File: config.mk
export PLATFORM = sky130hd
export DESIGN_NAME = shift_right_seq
export DESIGN_NICKNAME = d
export VERILOG_FILES = /design/src/rtl/shift_right_seq.sv
export SDC_FILE = /design/constraint.sdc
export NUM_CORES = 1
export LEC_CHECK = 0
export BUFFER_PORTS_ARGS = -buffer_cell sky130_fd_sc_hd__buf_2
export CORE_ASPECT_RATIO = 1.5
export CORE_MARGIN = 2
export CORE_UTILIZATION = 45
export CTS_CLUSTER_SIZE = 40
export DETAILED_ROUTE_END_ITERATION = 8
export PLACE_DENSITY_LB_ADDON = 0.2
export SYNTH_ARGS = -nofsm -noshare
export SYNTH_HDL_FRONTEND = slang
export SYNTH_SLANG_ARGS = --single-unit
export TNS_END_PERCENT = 50
File: constraint.sdc
create_clock -name clk -period 3.85 [get_ports clk]
set_input_delay 0.385 -clock clk [delete_from_list [all_inputs] [get_ports clk]]
set_output_delay 0.385 -clock clk [all_outputs]
set_load 0.01 [all_outputs]
File: src/rtl/shift_right_seq.sv
// Iterative right-shift unit: SRL, SRA or ROR by one bit per clock, driven by
// the control FSM through a start/busy/done handshake.
module shift_right_seq #(
  parameter int WIDTH   = 32,
  parameter int SHAMT_W = 5
) (
  input  logic               clk,
  input  logic               reset,
  input  logic               start,
  input  logic [1:0]         op,
  input  logic [WIDTH-1:0]   data_in,
  input  logic [SHAMT_W-1:0] shamt,
  output logic               busy,
  output logic               done,
  output logic [WIDTH-1:0]   data_out
);

  typedef enum logic [1:0] {
    S_IDLE  = 2'b00,
    S_SHIFT = 2'b01,
    S_DONE  = 2'b10
  } state_t;

  localparam logic [1:0] OP_SRA = 2'b01;
  localparam logic [1:0] OP_ROR = 2'b10;

  state_t             state;
  state_t             state_nx;
  logic [SHAMT_W-1:0] count;
  logic [1:0]         op_q;
  logic               accept;
  logic [WIDTH-1:0]   shifted;

  // A new operation may begin from IDLE or straight out of DONE.
  assign accept = start && (state != S_SHIFT);

  // NOTE: every signal driven here gets a default first so no path through
  // the case leaves it unassigned, which would infer a latch.
  always_comb begin
    state_nx = state;
    case (state)
      S_IDLE, S_DONE: begin
        if (start) state_nx = (shamt == '0) ? S_DONE : S_SHIFT;
        else       state_nx = S_IDLE;
      end
      S_SHIFT: begin
        if (count == SHAMT_W'(1)) state_nx = S_DONE;
      end
      default: state_nx = S_IDLE;
    endcase
  end

  always_comb begin
    shifted = {1'b0, data_out[WIDTH-1:1]};
    case (op_q)
      OP_SRA:  shifted = {data_out[WIDTH-1], data_out[WIDTH-1:1]};
      OP_ROR:  shifted = {data_out[0], data_out[WIDTH-1:1]};
      default: shifted = {1'b0, data_out[WIDTH-1:1]};
    endcase
  end

  // NOTE: sequential state uses non-blocking assignments so all registers
  // update together from pre-edge values, independent of statement order.
  always_ff @(posedge clk) begin
    if (reset) begin
      state    <= S_IDLE;
      data_out <= '0;
      count    <= '0;
      op_q     <= 2'b00;
    end else begin
      state <= state_nx;
      if (accept) begin
        data_out <= data_in;
        op_q     <= op;
        count    <= shamt;
      end else if (state == S_SHIFT) begin
        data_out <= shifted;
        count    <= count - SHAMT_W'(1);
      end
    end
  end

  // Handshake outputs decode the state register only.
  assign busy = (state == S_SHIFT);
  assign done = (state == S_DONE);

endmodule
# Word-level counts from Yosys, hierarchy flattened

Cells that the tools add are included.

Flip-flop bits (word level): 41
Bits in latches: 0
Bits in writable memories: 0
Bits in read-only memories: 0
Input bits: 42
Output and inout bits: 34
Memories: 0

$add $sub $neg: 1
Multipliers: 0
Div/mod/pow operators: 0
Magnitude comparators: 0
Equal/unequal tests: 8
Shift operators: 0
Multiplexer cells: 9
Bitwise logic cells: 0
Reduce and logical (&&, ||, !) cells: 6

Operators by type and width:

| cell                                                   | count |
|---|---|
| two-way mux 32 bit                                     | 2 |
| case mux 32 bit (2 select lines)                       | 1 |
| two-way mux 5 bit                                      | 2 |
| two-way mux 2 bit                                      | 3 |
| == test 5 x 1 -> 1 bit (second input constant)         | 1 |
| logical NOT 5 bit                                      | 1 |
| subtractor 5 x 1 -> 5 bit (second input constant)      | 1 |
| == test 2 x 1 -> 1 bit (second input constant)         | 2 |
| == test 2 bit (second input constant)                  | 2 |
| inequality test 2 x 1 -> 1 bit (second input constant) | 2 |
| case mux 2 bit (2 select lines)                        | 1 |
| logical NOT 2 bit                                      | 1 |
| inequality test 2 bit (second input constant)          | 1 |
| AND reduction 2 bit                                    | 1 |
| nonzero test 2 bit                                     | 1 |
| OR reduction 2 bit                                     | 1 |
| logical AND 1 bit                                      | 1 |

# Depth between registers and ports, before layout

Depth after elaboration: 4
Depth in mapped cells: 6
Depth with buffers taken out: 5

# Least setup slack after synthesis

Ideal clock, no wire load.

Path kind: input to register
From: input port start
To: register data_out[31]
Library setup time: 0.119 ns
Arrival time: 1.258 ns
Path slack: 2.473 ns
Stages: 5
Buffers on the path: 3
Path through: clkbuf_1 -> buf_4 -> buf_2 -> nand2_1 -> o221a_2

Word-level cells in the longest chain between the ends: 3
Elaborated cells on any way between the ends: 5
Those cells by class: 1 x eq/ne; 1 x mux; 3 x reduce/logical

Ends and longest elaborated chain:

| what                                                                         | RTL line | text |
|---|---|---|
| from (decl)                                                                  | 9        | `input logic start,` |
| logical AND 1 bit *                                                          | 35       | `assign accept = start && (state != S_SHIFT);` |
| inequality test 2 bit (no source line) or nonzero test 2 bit (tied branches) | -        |  |
| AND reduction 2 bit (no source line)                                         | -        |  |
| to (signal assigned)                                                         | 73       | `data_out <= data_in;` |
| to (signal assigned)                                                         | 77       | `data_out <= shifted;` |
| to (decl)                                                                    | 15       | `output logic [WIDTH-1:0] data_out` |

Mark *: on every way between the ends. The rest lies on a longest branch, timed or not.
A chain may end at the register's enable or synchronous reset.

# Worst setup path in the final report

From: register state[1]
To: register data_out[31]

Word-level cells in the longest chain between the ends: 4
Elaborated cells on any way between the ends: 7
Those cells by class: 3 x eq/ne; 1 x mux; 3 x reduce/logical

Ends and longest elaborated chain:

| what                                                                         | RTL line | text |
|---|---|---|
| from (decl)                                                                  | 27       | `state_t state;` |
| from (signal assigned)                                                       | 71       | `state <= state_nx;` |
| inequality test 2 x 1 -> 1 bit                                               | 35       |  |
| logical AND 1 bit                                                            | 35       |  |
| inequality test 2 bit (no source line) or nonzero test 2 bit (tied branches) | -        |  |
| AND reduction 2 bit (no source line)                                         | -        |  |

Parallel ways exist; a longest one is shown, timed or not.

==> impl_metrics.tcl <==
set metrics [dict create \
    run_status "finished clean" \
    post_synth_most_frequent_cells "dfxtp_1, nor2_1, a211oi_1" \
    finalMaxSlewViolations 0 \
    worstSetupPathDepth 4 \
    clkSlewWorstSetupHoldPaths_ns 0.08 \
    switching_power_as_a_share_of_total_power 0.266 \
    worst_slack_ns 2.17 \
    start_util 0.471 \
    synth-async-reset-ratio 0 \
    layout-drive-gt1-share 0.327 \
    worstMarginPinSlew_ns 0.750 \
    grt_first_pass_wirelength_um 6880 \
    max-cap-violations 0 \
    worst_ir_drop_vdd_mv 0.376 \
    synth_seq_area_share 0.436 \
    yosys_warnings 0 \
    grt_max_degree 67 \
    intPower_uw 830 \
    ctsLongestPathBuffers 2 \
    fp.dieArea_mm2 0.00472 \
    cts-hold-fix-buffers 0 \
    period_needed_ns 1.68 \
    synthesis.area_per_instance_um2 9.17 \
    cp_data_arrival_time_ns 1.87 \
    power.sequential.fraction 0.448 \
    net-switching-power_uw 300 \
    fp.coreArea_mm2 0.00399 \
    crit_path_max_incr_delay_ns 0.53 \
    timing.critical_path.cells "nand2b_2 > buf_4 > nand2_1 > o221a_2" \
    final_hold_viol_count 0 \
    yosys.area.top_type "dfxtp_1" \
    num_rows 28 \
    power_uw 1130 \
    path_max_fanout 66 \
    cts.sinks 41 \
    post-synth-top-area-fraction 0.436 \
    insertion_delay_ns 0.29 \
    synthesis.nets 249 \
    chipWidth_um 56.8 \
    relSlewSlack 0.500 \
    via_per_inst 5.33 \
    finalWirelength_um 4100 \
    grt.overflow.total 0 \
    start_kind "flip-flop" \
    count_of_vias_placed_by_the_detailed_router 1691 \
    detail_route.first_pass.iterations 4 \
    post-route-drc-count 0 \
    first_global_vias 1564 \
    cp.buffers_inverters 1 \
    final.fill_count 394 \
    number_of_post_cts_setup_repair_buffers 0 \
    critPathTopFamily "buffers and inverters" \
    cts_tree "done" \
    rsz_0062_raised_after_global_routing "no" \
    utilization 0.596 \
    antenna_violations_before_repair 0 \
    synthToLayoutAreaGrowth_pct 26.5 \
    criticalPathCategory "reg2reg" \
    gp_routability_congestion 0.849 \
    max_freq_mhz 594 \
    depth_of_the_cts_h_tree 2 \
    synth_edf_count 0 \
    cts_resized 0 \
    crit_slowest_cell "buf_4" \
    power.share.combinational 0.195 \
    leakagePower_uw 0.00117 \
    ys_dominant_reg_cell "dfxtp_1" \
    synthMostInstantiatedCell "dfxtp_1" \
    gr-usage-all-layers 0.177 \
    drt.antenna.violating_nets 0 \
    detailed_place_hpwl_um 2850 \
    netlist-cell-type-count 32 \
    floorplan.io_pins 76 \
    hold_class "in2reg" \
    syn-instance-count 205 \
    insertedDiodeCount 0 \
    r2r.worst_path.cells 4 \
    timing.clock.skew_ns 0.00512 \
    timing.critical_path.required_ns 4.04 \
    power_density_mw_per_mm2 475 \
    wire_length_per_cell_after_detailed_routing_um 12.9 \
    critPathCaptureType "flip-flop" \
    detailedPlace.worstSlack_ns 2.08 \
    setup_tns_ns 0 \
    place.port_buffers 75 \
    setup_viol_count_final 0 \
    holdPathStages 3 \
    die_h_um 83.2 \
    final_net_count 315 \
    numCtsBuffers 5 \
    synthesis.area_mm2 0.00188 \
    synth-seq-cells 41 \
    synth.area.top_cells "dfxtp_1, mux2i_1, a211oi_1" \
    drt_iter0_drc 72 \
    clock_power_share 0.356 \
    final.period_utilization 0.437 \
    clockRootBuffer "clkbuf_8" \
]
worst paths after layout:
check / end / slack [ns] / from
max reg2reg: data_out[31] / 2.17 / state[1]
max: data_out[31] / 2.17 / state[1]
min: op_q[0] / 0.33 / op[0]
min reg2reg: op_q[0] / 0.50 / op_q[0]
flip-flops by register name, summed over array words and instances, names as in the netlist:
register,flops
data_out,32
count,5
state,2
op_q,2
power by group through the flow:
stage / sequential (uW) / combinational [uW] / clock [uW]
2_1_floorplan: 528 / 131 / 0
3_3_place_gp: 517 / 220 / 0
3_5_place_dp: 516 / 223 / 0
4_1_cts: 507 / 224 / 413
5_1_grt: 513 / 247 / 432
6_report: 507 / 221 / 403
logic make-up (layout without fill, tap and decap cells):
group | after synthesis | after routing | share of synthesized area
AND/OR/NAND/NOR | 54 | 54 | 0.128
AO/OA/AOI/OAI | 53 | 53 | 0.200
flip-flops | 41 | 41 | 0.436
multiplexers | 31 | 31 | 0.165
buffers and inverters | 24 | 91 | 0.0566
adder cells (fa/ha/maj) | 2 | 2 | 0.0133
tightest hold or removal path, delay by kind of cell:
kind	cells	cell delay, ns
buf+inv	1	0.10
simple gates	1	0.05
compound gates	1	0.05
cell type report:
type                    count  area, um2  share of cell area
well taps                  45       56.3              0.0237
flip-flops and latches     41        821               0.345
inverters                   6       22.5             0.00946
repair buffers             77        390               0.164
clock buffers               5       68.8              0.0289
clock inverters             3       65.1              0.0273
multi-input cells         140        956               0.402
layer usage:
layer  routed length [um]  global-route usage
met1                 1860               0.224
met2                 1990               0.288
met3                  227              0.0436
met4                   27              0.0655
met5                    0                   0
layout by cell type, fill, tap and decap left out, types with 2 or more instances in the layout:
master,Yosys,layout
buf_2,4,75
dfxtp_1,41,41
nor2_1,39,39
a211oi_1,34,34
mux2i_1,31,31
a21oi_1,9,9
inv_1,5,5
clkbuf_8,0,5
nand2_1,4,4
o21ai_0,3,3
ha_1,2,2
bufinv_16,0,2
buf_4,1,2
stage by stage:
stage	instance area [um2]	hold WS (ns)	instances
global route	2380	0.351	317
global placement	2250	0.482	309
CTS	2380	0.324	317
floorplan	1880	0.458	205
detailed placement	2250	0.494	309
finish	2380	0.328	317
Note: power is estimated with default switching activity, not from simulation.
